File: src/rtl/demux2_stream_pkg.sv
// Shared types and constants for the 1:2 stream demultiplexer.
package demux2_pkg;
  typedef enum logic [1:0] {EMPTY, ONE, TWO} buf_state_t;

  localparam logic SEL_A = 1'b1;
  localparam logic SEL_B = 1'b0;
  localparam int   CNT_W = 16;
endpackage

File: src/rtl/demux2_stream_if.sv
// Producer plus two-sink handshake bundle for demux2_stream.
interface demux2_stream_if #(parameter int n = 16);
  logic [n-1:0] in_data;
  logic         in_valid;
  logic         select;
  logic         in_ready;
  logic [n-1:0] a_data;
  logic         a_valid;
  logic         a_ready;
  logic [n-1:0] b_data;
  logic         b_valid;
  logic         b_ready;

  modport slave (
    input  in_data, in_valid, select, a_ready, b_ready,
    output in_ready, a_data, a_valid, b_data, b_valid
  );
  modport master (
    output in_data, in_valid, select, a_ready, b_ready,
    input  in_ready, a_data, a_valid, b_data, b_valid
  );
endinterface

File: src/rtl/demux2_obuf.sv
// Two-entry registered skid buffer; valid/full are flopped from the next state.
// DEMUX2_STREAM_COUNT_EN adds a wrapping pop counter.
module demux2_obuf
  import demux2_pkg::*;
#(
  parameter int n = 16
) (
  input  logic             clk,
  input  logic             rst_n,
  input  logic             push,
  input  logic [n-1:0]     din,
  output logic             vld,
  input  logic             rdy,
  output logic [n-1:0]     dout,
  output logic             full
`ifdef DEMUX2_STREAM_COUNT_EN
  ,
  output logic [CNT_W-1:0] cnt
`endif
);
  buf_state_t   st, st_d;
  logic [n-1:0] head, tail, head_d, tail_d;
  logic         pop;

  assign pop  = vld && rdy;
  assign dout = head;

  always_comb begin
    st_d   = st;
    head_d = head;
    tail_d = tail;
    case (st)
      EMPTY: if (push) begin
        st_d   = ONE;
        head_d = din;
      end
      ONE: begin
        if (push && pop) head_d = din;
        else if (push) begin
          st_d   = TWO;
          tail_d = din;
        end else if (pop) st_d = EMPTY;
      end
      // Upstream cannot push while full, so only a pop moves TWO.
      TWO: if (pop) begin
        st_d   = ONE;
        head_d = tail;
      end
      default: st_d = EMPTY;
    endcase
  end

  always_ff @(posedge clk or negedge rst_n) begin
    if (!rst_n) begin
      st   <= EMPTY;
      head <= '0;
      tail <= '0;
      vld  <= 1'b0;
      full <= 1'b0;
    end else begin
      st   <= st_d;
      head <= head_d;
      tail <= tail_d;
      vld  <= (st_d != EMPTY);
      full <= (st_d == TWO);
    end
  end

`ifdef DEMUX2_STREAM_COUNT_EN
  always_ff @(posedge clk or negedge rst_n) begin
    if (!rst_n)   cnt <= '0;
    else if (pop) cnt <= cnt + 1'b1;
  end
`endif
endmodule

File: src/rtl/demux2_stream.sv
// 1:2 stream demux: select steering and in_ready mux over two skid buffers.
// DEMUX2_STREAM_COUNT_EN exposes per-output pop counts.
module demux2_stream
  import demux2_pkg::*;
#(
  parameter int n = 16
) (
  input  logic             clk,
  input  logic             rst_n,
  demux2_stream_if.slave   bus
`ifdef DEMUX2_STREAM_COUNT_EN
  ,
  output logic [CNT_W-1:0] a_count,
  output logic [CNT_W-1:0] b_count
`endif
);
  // Lane index equals the select code: lane SEL_A is A, lane SEL_B is B.
  logic [1:0]        push, full, vld, rdy;
  logic [1:0][n-1:0] dat;
  logic              in_rdy;
`ifdef DEMUX2_STREAM_COUNT_EN
  logic [1:0][CNT_W-1:0] cnt;
`endif

  assign in_rdy      = !full[bus.select];
  assign bus.in_ready = in_rdy;
  assign rdy[SEL_A]  = bus.a_ready;
  assign rdy[SEL_B]  = bus.b_ready;

  for (genvar i = 0; i < 2; i++) begin : g_buf
    assign push[i] = bus.in_valid && in_rdy && (bus.select == 1'(i));
    demux2_obuf #(.n(n)) u_buf (
      .clk  (clk),
      .rst_n(rst_n),
      .push (push[i]),
      .din  (bus.in_data),
      .vld  (vld[i]),
      .rdy  (rdy[i]),
      .dout (dat[i]),
      .full (full[i])
`ifdef DEMUX2_STREAM_COUNT_EN
      ,
      .cnt  (cnt[i])
`endif
    );
  end

  assign bus.a_valid = vld[SEL_A];
  assign bus.a_data  = dat[SEL_A];
  assign bus.b_valid = vld[SEL_B];
  assign bus.b_data  = dat[SEL_B];

`ifdef DEMUX2_STREAM_COUNT_EN
  assign a_count = cnt[SEL_A];
  assign b_count = cnt[SEL_B];
`endif
endmodule

File: src/flat_wrapper.sv
// flat-port wrapper written by rule: the top's interface ports become plain ports
module demux2_stream_flat import demux2_pkg::*;
#(
  parameter int n = 16
)
  (clk, rst_n, bus_in_data, bus_in_valid, bus_select, bus_a_ready, bus_b_ready, bus_in_ready, bus_a_data, bus_a_valid, bus_b_data, bus_b_valid);
  demux2_stream_if #(.n(n)) bus_i ();
  input  logic clk;
  input  logic rst_n;
  input wire logic [$bits(bus_i.in_data)-1:0] bus_in_data;
  input wire logic [$bits(bus_i.in_valid)-1:0] bus_in_valid;
  input wire logic [$bits(bus_i.select)-1:0] bus_select;
  input wire logic [$bits(bus_i.a_ready)-1:0] bus_a_ready;
  input wire logic [$bits(bus_i.b_ready)-1:0] bus_b_ready;
  output wire logic [$bits(bus_i.in_ready)-1:0] bus_in_ready;
  output wire logic [$bits(bus_i.a_data)-1:0] bus_a_data;
  output wire logic [$bits(bus_i.a_valid)-1:0] bus_a_valid;
  output wire logic [$bits(bus_i.b_data)-1:0] bus_b_data;
  output wire logic [$bits(bus_i.b_valid)-1:0] bus_b_valid;
  assign bus_i.in_data = bus_in_data;
  assign bus_i.in_valid = bus_in_valid;
  assign bus_i.select = bus_select;
  assign bus_i.a_ready = bus_a_ready;
  assign bus_i.b_ready = bus_b_ready;
  assign bus_in_ready = bus_i.in_ready;
  assign bus_a_data = bus_i.a_data;
  assign bus_a_valid = bus_i.a_valid;
  assign bus_b_data = bus_i.b_data;
  assign bus_b_valid = bus_i.b_valid;
  demux2_stream #(.n(n)) u_core (.clk(clk), .rst_n(rst_n), .bus(bus_i));
endmodule
File: config.mk
export PLATFORM = sky130hd
export DESIGN_NAME = demux2_stream_flat
export DESIGN_NICKNAME = d
export VERILOG_FILES = /design/src/rtl/demux2_stream_pkg.sv /design/src/rtl/demux2_stream_if.sv /design/src/rtl/demux2_obuf.sv /design/src/rtl/demux2_stream.sv /design/src/flat_wrapper.sv
export SDC_FILE = /design/constraint.sdc
export NUM_CORES = 1
export LEC_CHECK = 0
export BUFFER_PORTS_ARGS = -buffer_cell sky130_fd_sc_hd__buf_2
export CAP_MARGIN = 20
export CORE_AREA = 3 3 86 88
export CTS_CLUSTER_DIAMETER = 60
export DETAILED_ROUTE_END_ITERATION = 16
export DIE_AREA = 0 0 89 91
export PLACE_DENSITY = 0.69
export SETUP_SLACK_MARGIN = 0.2
export SLEW_MARGIN = 25
export SYNTH_ARGS = -nofsm -noshare
export SYNTH_HDL_FRONTEND = slang
export SYNTH_SLANG_ARGS = --single-unit
export TNS_END_PERCENT = 5
File: constraint.sdc
create_clock -name clk -period 2.5 [get_ports clk]
set_input_delay 0.5 -clock clk [delete_from_list [all_inputs] [get_ports clk]]
set_output_delay 0.5 -clock clk [all_outputs]
set_load 0.1 [all_outputs]
; ---- Word-level counts from Yosys, hierarchy flattened
; Index checks and enable logic that the tools add are counted.
[word_totals]
register_bits = 72
inputBits = 22
output_inout_bits = 35
word_cells = 66
[op_classes]
order_cmp = 1
n_eq_ne = 12
muxes = 22
n_bitwise = 3
n_reduce_logical = 18
[op_table]
columns = op, count
row1 = 16-bit two-way mux, 6
row2 = 16-bit case mux with 3 select lines, 2
row3 = 2-bit two-way mux, 10
row4 = 2-bit inequality test (second input constant), 6
row5 = 2-bit case mux with 3 select lines, 2
row6 = 2-bit == test (second input constant), 4
row7 = 4-bit AND reduction, 2
row8 = 1-bit logical AND, 7
row9 = 3-bit AND reduction, 2
row10 = 3-bit nonzero test, 2
row11 = 2-bit by 1-bit == test with 1-bit output (second input constant), 2
row12 = 2-bit logical NOT, 2
row13 = 2-bit nonzero test, 2
row14 = 1-bit NOT, 3
row15 = 1-bit by 2-bit less-than comparator with 1-bit output (second input constant), 1
row16 = 1-bit two-way mux, 2
row17 = 1-bit logical NOT, 1

; ---- Logic depth before layout (Yosys ltp)
[depth]
depth_word = 9
depth_mapped = 6
mapped_depth_nobuf = 3

; ---- Hierarchy
; Synthesis repeated with hierarchy kept, for this count alone.
[hier_totals]
hier_cells = 213
area_unflattened_um2 = 3382.0
[by_module_without_submodules]
columns = module, instances, cells_per_inst, area_each_um2, seq_area_each_um2
row1 = demux2_obuf, 2, 105, 1677.9, 900.9
row2 = demux2_stream, 1, 3, 26.3, 0.0

; ---- Least setup slack after synthesis
; No wires, ideal clock.
[synth_path]
path_type = input to output
start = in bus_select
end = out bus_in_ready
arrival_time_ns = 2.081
required_ns = 2.000
path_slack_ns = -0.081
cell_stages = 1
path_buffers = 0
cell_sequence = mux2i_1
[synth_between]
elab_chain_cells = 3
[synth_lines]
columns = element, line_no
row1 = start: declaration, flat_wrapper.sv:12  ; input wire logic [$bits(bus_i.select)-1:0] bus_select;
row2 = 1-bit two-way mux (implied by the code) (2 in series), demux2_stream.sv:25  ; assign in_rdy = !full[bus.select];
row3 = 1-bit logical NOT, demux2_stream.sv:25
row4 = end: declaration, flat_wrapper.sv:15  ; output wire logic [$bits(bus_i.in_ready)-1:0] bus_in_ready;
; No other way between the ends. The select of a mux whose other input is x is not followed.

; ---- Worst setup path after layout
[layout_path]
start = reg u_core.g_buf[0].u_buf.st[1]
end = reg u_core.g_buf[0].u_buf.tail[1]
[layout_between]
elab_chain_cells = 2
[layout_lines]
columns = element, line_no
row1 = start: declaration, demux2_obuf.sv:21  ; buf_state_t st, st_d;
row2 = start signal: assignment, demux2_obuf.sv:61  ; st <= st_d;
row3 = 2-bit by 1-bit == test with 1-bit output, demux2_obuf.sv:32  ; case (st)
row4 = 3-bit AND reduction (no source line), -
row5 = end signal: assignment, demux2_obuf.sv:63  ; tail <= tail_d;
row6 = end: declaration, demux2_obuf.sv:22  ; logic [n-1:0] head, tail, head_d, tail_d;
; No other way between the ends.
; A chain may end at the register's enable or synchronous reset.

==> metrics.md <==
| Metric | Value |
|---|---|
| Hold Crit Class | `in2async` |
| Status | `completed` |
| Max Cap Violations | `0` |
| Fin crit period | `2.11 ns` |
| DR pass1 iterations | `4` |
| Cts hold-fix bufs | `0` |
| Least-Margin Pin Slew | `0.908 ns` |
| Primary FF master, synth | `dfrtp_1` |
| Yosys top cell by area | `dfrtp_1` |
| Clock root cell | `clkbuf_8` |
| Avg WL per Cell | `approximately 19 µm` |
| Crit path DAT | `~2.3 ns` |
| Pin count of the biggest net entering global routing | `73` |
| Vias per cell | `5.66` |
| DR iter-0 viols | `172` |
| CP Capture Type | `flop` |
| Fin. Hold Viols | `0` |
| Critical path launch point type | `flop` |
| Cells after Synth | `217` |
| PortBufs | `56` |
| Clk_lat worst skew | `between 0.3 and 0.4 ns` |
| Fmax | `between 400 and 500 MHz` |
| Post-CTS Setup Repair Bufs | `0` |
| Yosys top cell area share | `0.599` |
| CTS buffer count | `9` |
| Via count | `2065` |
| Clock skew | `0.00677 ns` |
| Area of the multi-input gates | `1130 µm²` |
| WL final | `6.87 mm` |
| Storage cell area | `1800 µm²` |
| Share of cells above drive strength 1 | `0.435` |
| Setup violators final | `0` |
| NumNets Final | `302` |
| Post-route setup TNS | `0 ns` |
| Total GRT Usage | `0.189` |
| Antenna fix cells | `0` |
| EDFF count, synth | `0` |
| CTS H-tree depth | `3` |
| Critical setup path kind | `reg2reg` |
| Slew Viols, Final | `0` |
| First-pass GRT wire length | `between 10 and 15 mm` |
| Die Y | `91 µm` |
| Starting density of the core | `0.448` |
| Post-synthesis register bit count | `72` |
| Clk sinks | `72` |
| Syn_area_per_cell | `13.9 µm²` |
| Clk buf depth | `2` |
| R2r startpoint | `u_core.g_buf[0].u_buf.st[1]$_DFF_PN0_` |
| Top-Level Pins | `between 50 and 60` |
| Post-DP HPWL | `around 4.5 mm` |
| Die area | `8100 µm²` |
| Filler cells | `597` |
| Ys async rst share | `1.00` |
| Gpl congestion | `around 0.7` |
| Clk slew on worst S/H paths | `about 0.070 ns` |
| Total congestion overflow | `0` |
| CP required | `2.72 ns` |
| Crit Path Max Fanout | `16` |
| Largest cells by area after synthesis | `dfrtp_1 60%, mux2_2 9.0%, a2bb2oi_1 8.7%, o22ai_1 6.9%, mux2_4 5.0%` |
| Finished Core Util | `0.543` |
| Row count | `30` |
| Chip width | `89 µm` |
| Critical path startpoint | `u_core.g_buf[0].u_buf.st[1]$_DFF_PN0_` |
| Core area | `6720 µm²` |
| Slew HR | `0.395` |
| Vias in the first global route | `2242` |
| DRC viols | `0` |
| Synth warn | `0` |
| Unrepaired setup endpoints after global routing | `false` |
| Area added between synthesis and finish | `21.3%` |
| Final period util | `0.843` |
| Synth unique cells | `30` |
| CTS tree | `built` |
| Count leader, synth | `dfrtp_1` |
| Antenna violations before repair | `0` |
| Syn Std Cell Area | `roughly 3000 µm²` |
| Sequential element share of the synthesized area | `0.599` |
| Antenna viol nets, final | `0` |
| Post-synth top cells | `72 x dfrtp_1, 33 x o22ai_1, 30 x a2bb2oi_1` |
| Post_cts resized | `0` |
| Syn nets | `around 240` |
[per-stage QoR]
step	hold WS [ns]	instance area [µm²]	setup slack (ns)	instances
3_3_place_gp	0.484	3420	0.273	349
4_1_cts	0.181	3650	0.389	365
3_5_place_dp	0.494	3420	0.253	349
5_1_grt	0.202	3650	0.346	365
2_1_floorplan	0.204	3010	0.422	217
6_report	0.173	3650	0.393	365
[final timing paths]
kind,depth (start not counted),slack (ns),endpoint
worst max-delay path,3,0.39,u_core.g_buf[0].u_buf.tail[1]$_DFFE_PN0P_
worst min-delay path,2,0.17,u_core.g_buf[0].u_buf.tail[8]$_DFFE_PN0P_
worst max register to register,3,0.39,u_core.g_buf[0].u_buf.tail[1]$_DFFE_PN0P_
worst min register to register,1,0.51,u_core.g_buf[1].u_buf.tail[9]$_DFFE_PN0P_
max in group asynchronous,2,2.03,u_core.g_buf[0].u_buf.tail[6]$_DFFE_PN0P_
min in group clk,2,0.45,u_core.g_buf[0].u_buf.tail[3]$_DFFE_PN0P_
[final cells by class]
class / instances / area share
clock buffer: 9 / 0.0339
clock inverter: 7 / 0.0302
multi-input combinational: 129 / 0.310
sequential: 72 / 0.494
tap: 80 / 0.0274
timing repair buffer: 68 / 0.105
[sequential cells by signal, indices dropped and copies added, names as in the netlist]
signal                   cells
u_core.g_buf.u_buf.tail     32
u_core.g_buf.u_buf.full      2
u_core.g_buf.u_buf.vld       2
u_core.g_buf.u_buf.st        4
u_core.g_buf.u_buf.dout     32
[metal layers]
| metal | global-route usage | wire length (µm) | up-vias |
|---|---|---|---|
| met2 | 0.284 | 3350 | 55 |
| li1 | - | - | 973 |
| met1 | 0.262 | 3070 | 1031 |
| met4 | 0.0695 | 82 | 0 |
| met5 | 0 | 0 | - |
| met3 | 0.0490 | 362 | 6 |
[kinds of logic after synthesis]
| family | synth area share |
|---|---|
| and+or+nand+nor | 0.0295 |
| DFF | 0.599 |
| buffers and inverters | 0.0266 |
| muxes | 0.143 |
| AOI/OAI and AO/OA | 0.202 |
[layout by cell type, fill, tap and decap left out]
| master | count |
|---|---|
| o22ai_1 | 33 |
| o2bb2ai_2 | 1 |
| clkbuf_8 | 9 |
| o2bb2ai_1 | 1 |
| a21oi_1 | 5 |
| nand2b_1 | 2 |
| a31oi_1 | 1 |
| buf_4 | 11 |
| clkinv_2 | 4 |
| dfrtp_1 | 72 |
| nand4bb_1 | 1 |
| nor4bb_1 | 1 |
| mux2i_2 | 1 |
| mux2_2 | 24 |
| nand3_1 | 1 |
| mux2_4 | 10 |
| buf_12 | 1 |
| nand3b_1 | 1 |
| o21ai_0 | 2 |
| nor3b_1 | 1 |
| or4b_4 | 1 |
| a21boi_2 | 1 |
| or2_1 | 1 |
| a21o_1 | 1 |
| nand2_1 | 4 |
| o2bb2a_1 | 2 |
| bufinv_16 | 3 |
| o21a_1 | 1 |
| a21bo_2 | 2 |
| buf_2 | 56 |
| a2bb2oi_1 | 30 |
| a21boi_1 | 1 |
[critical path, cell delays in order, from the launching register on]
cell and delay, ns:
dfrtp_1 0.43, or4b_4 0.55, or2_1 0.57, mux2_4 0.43
Power is left out: the tool's default activity adds up to more than one toggle a clock period on the data nets, which glitch-free logic cannot reach.
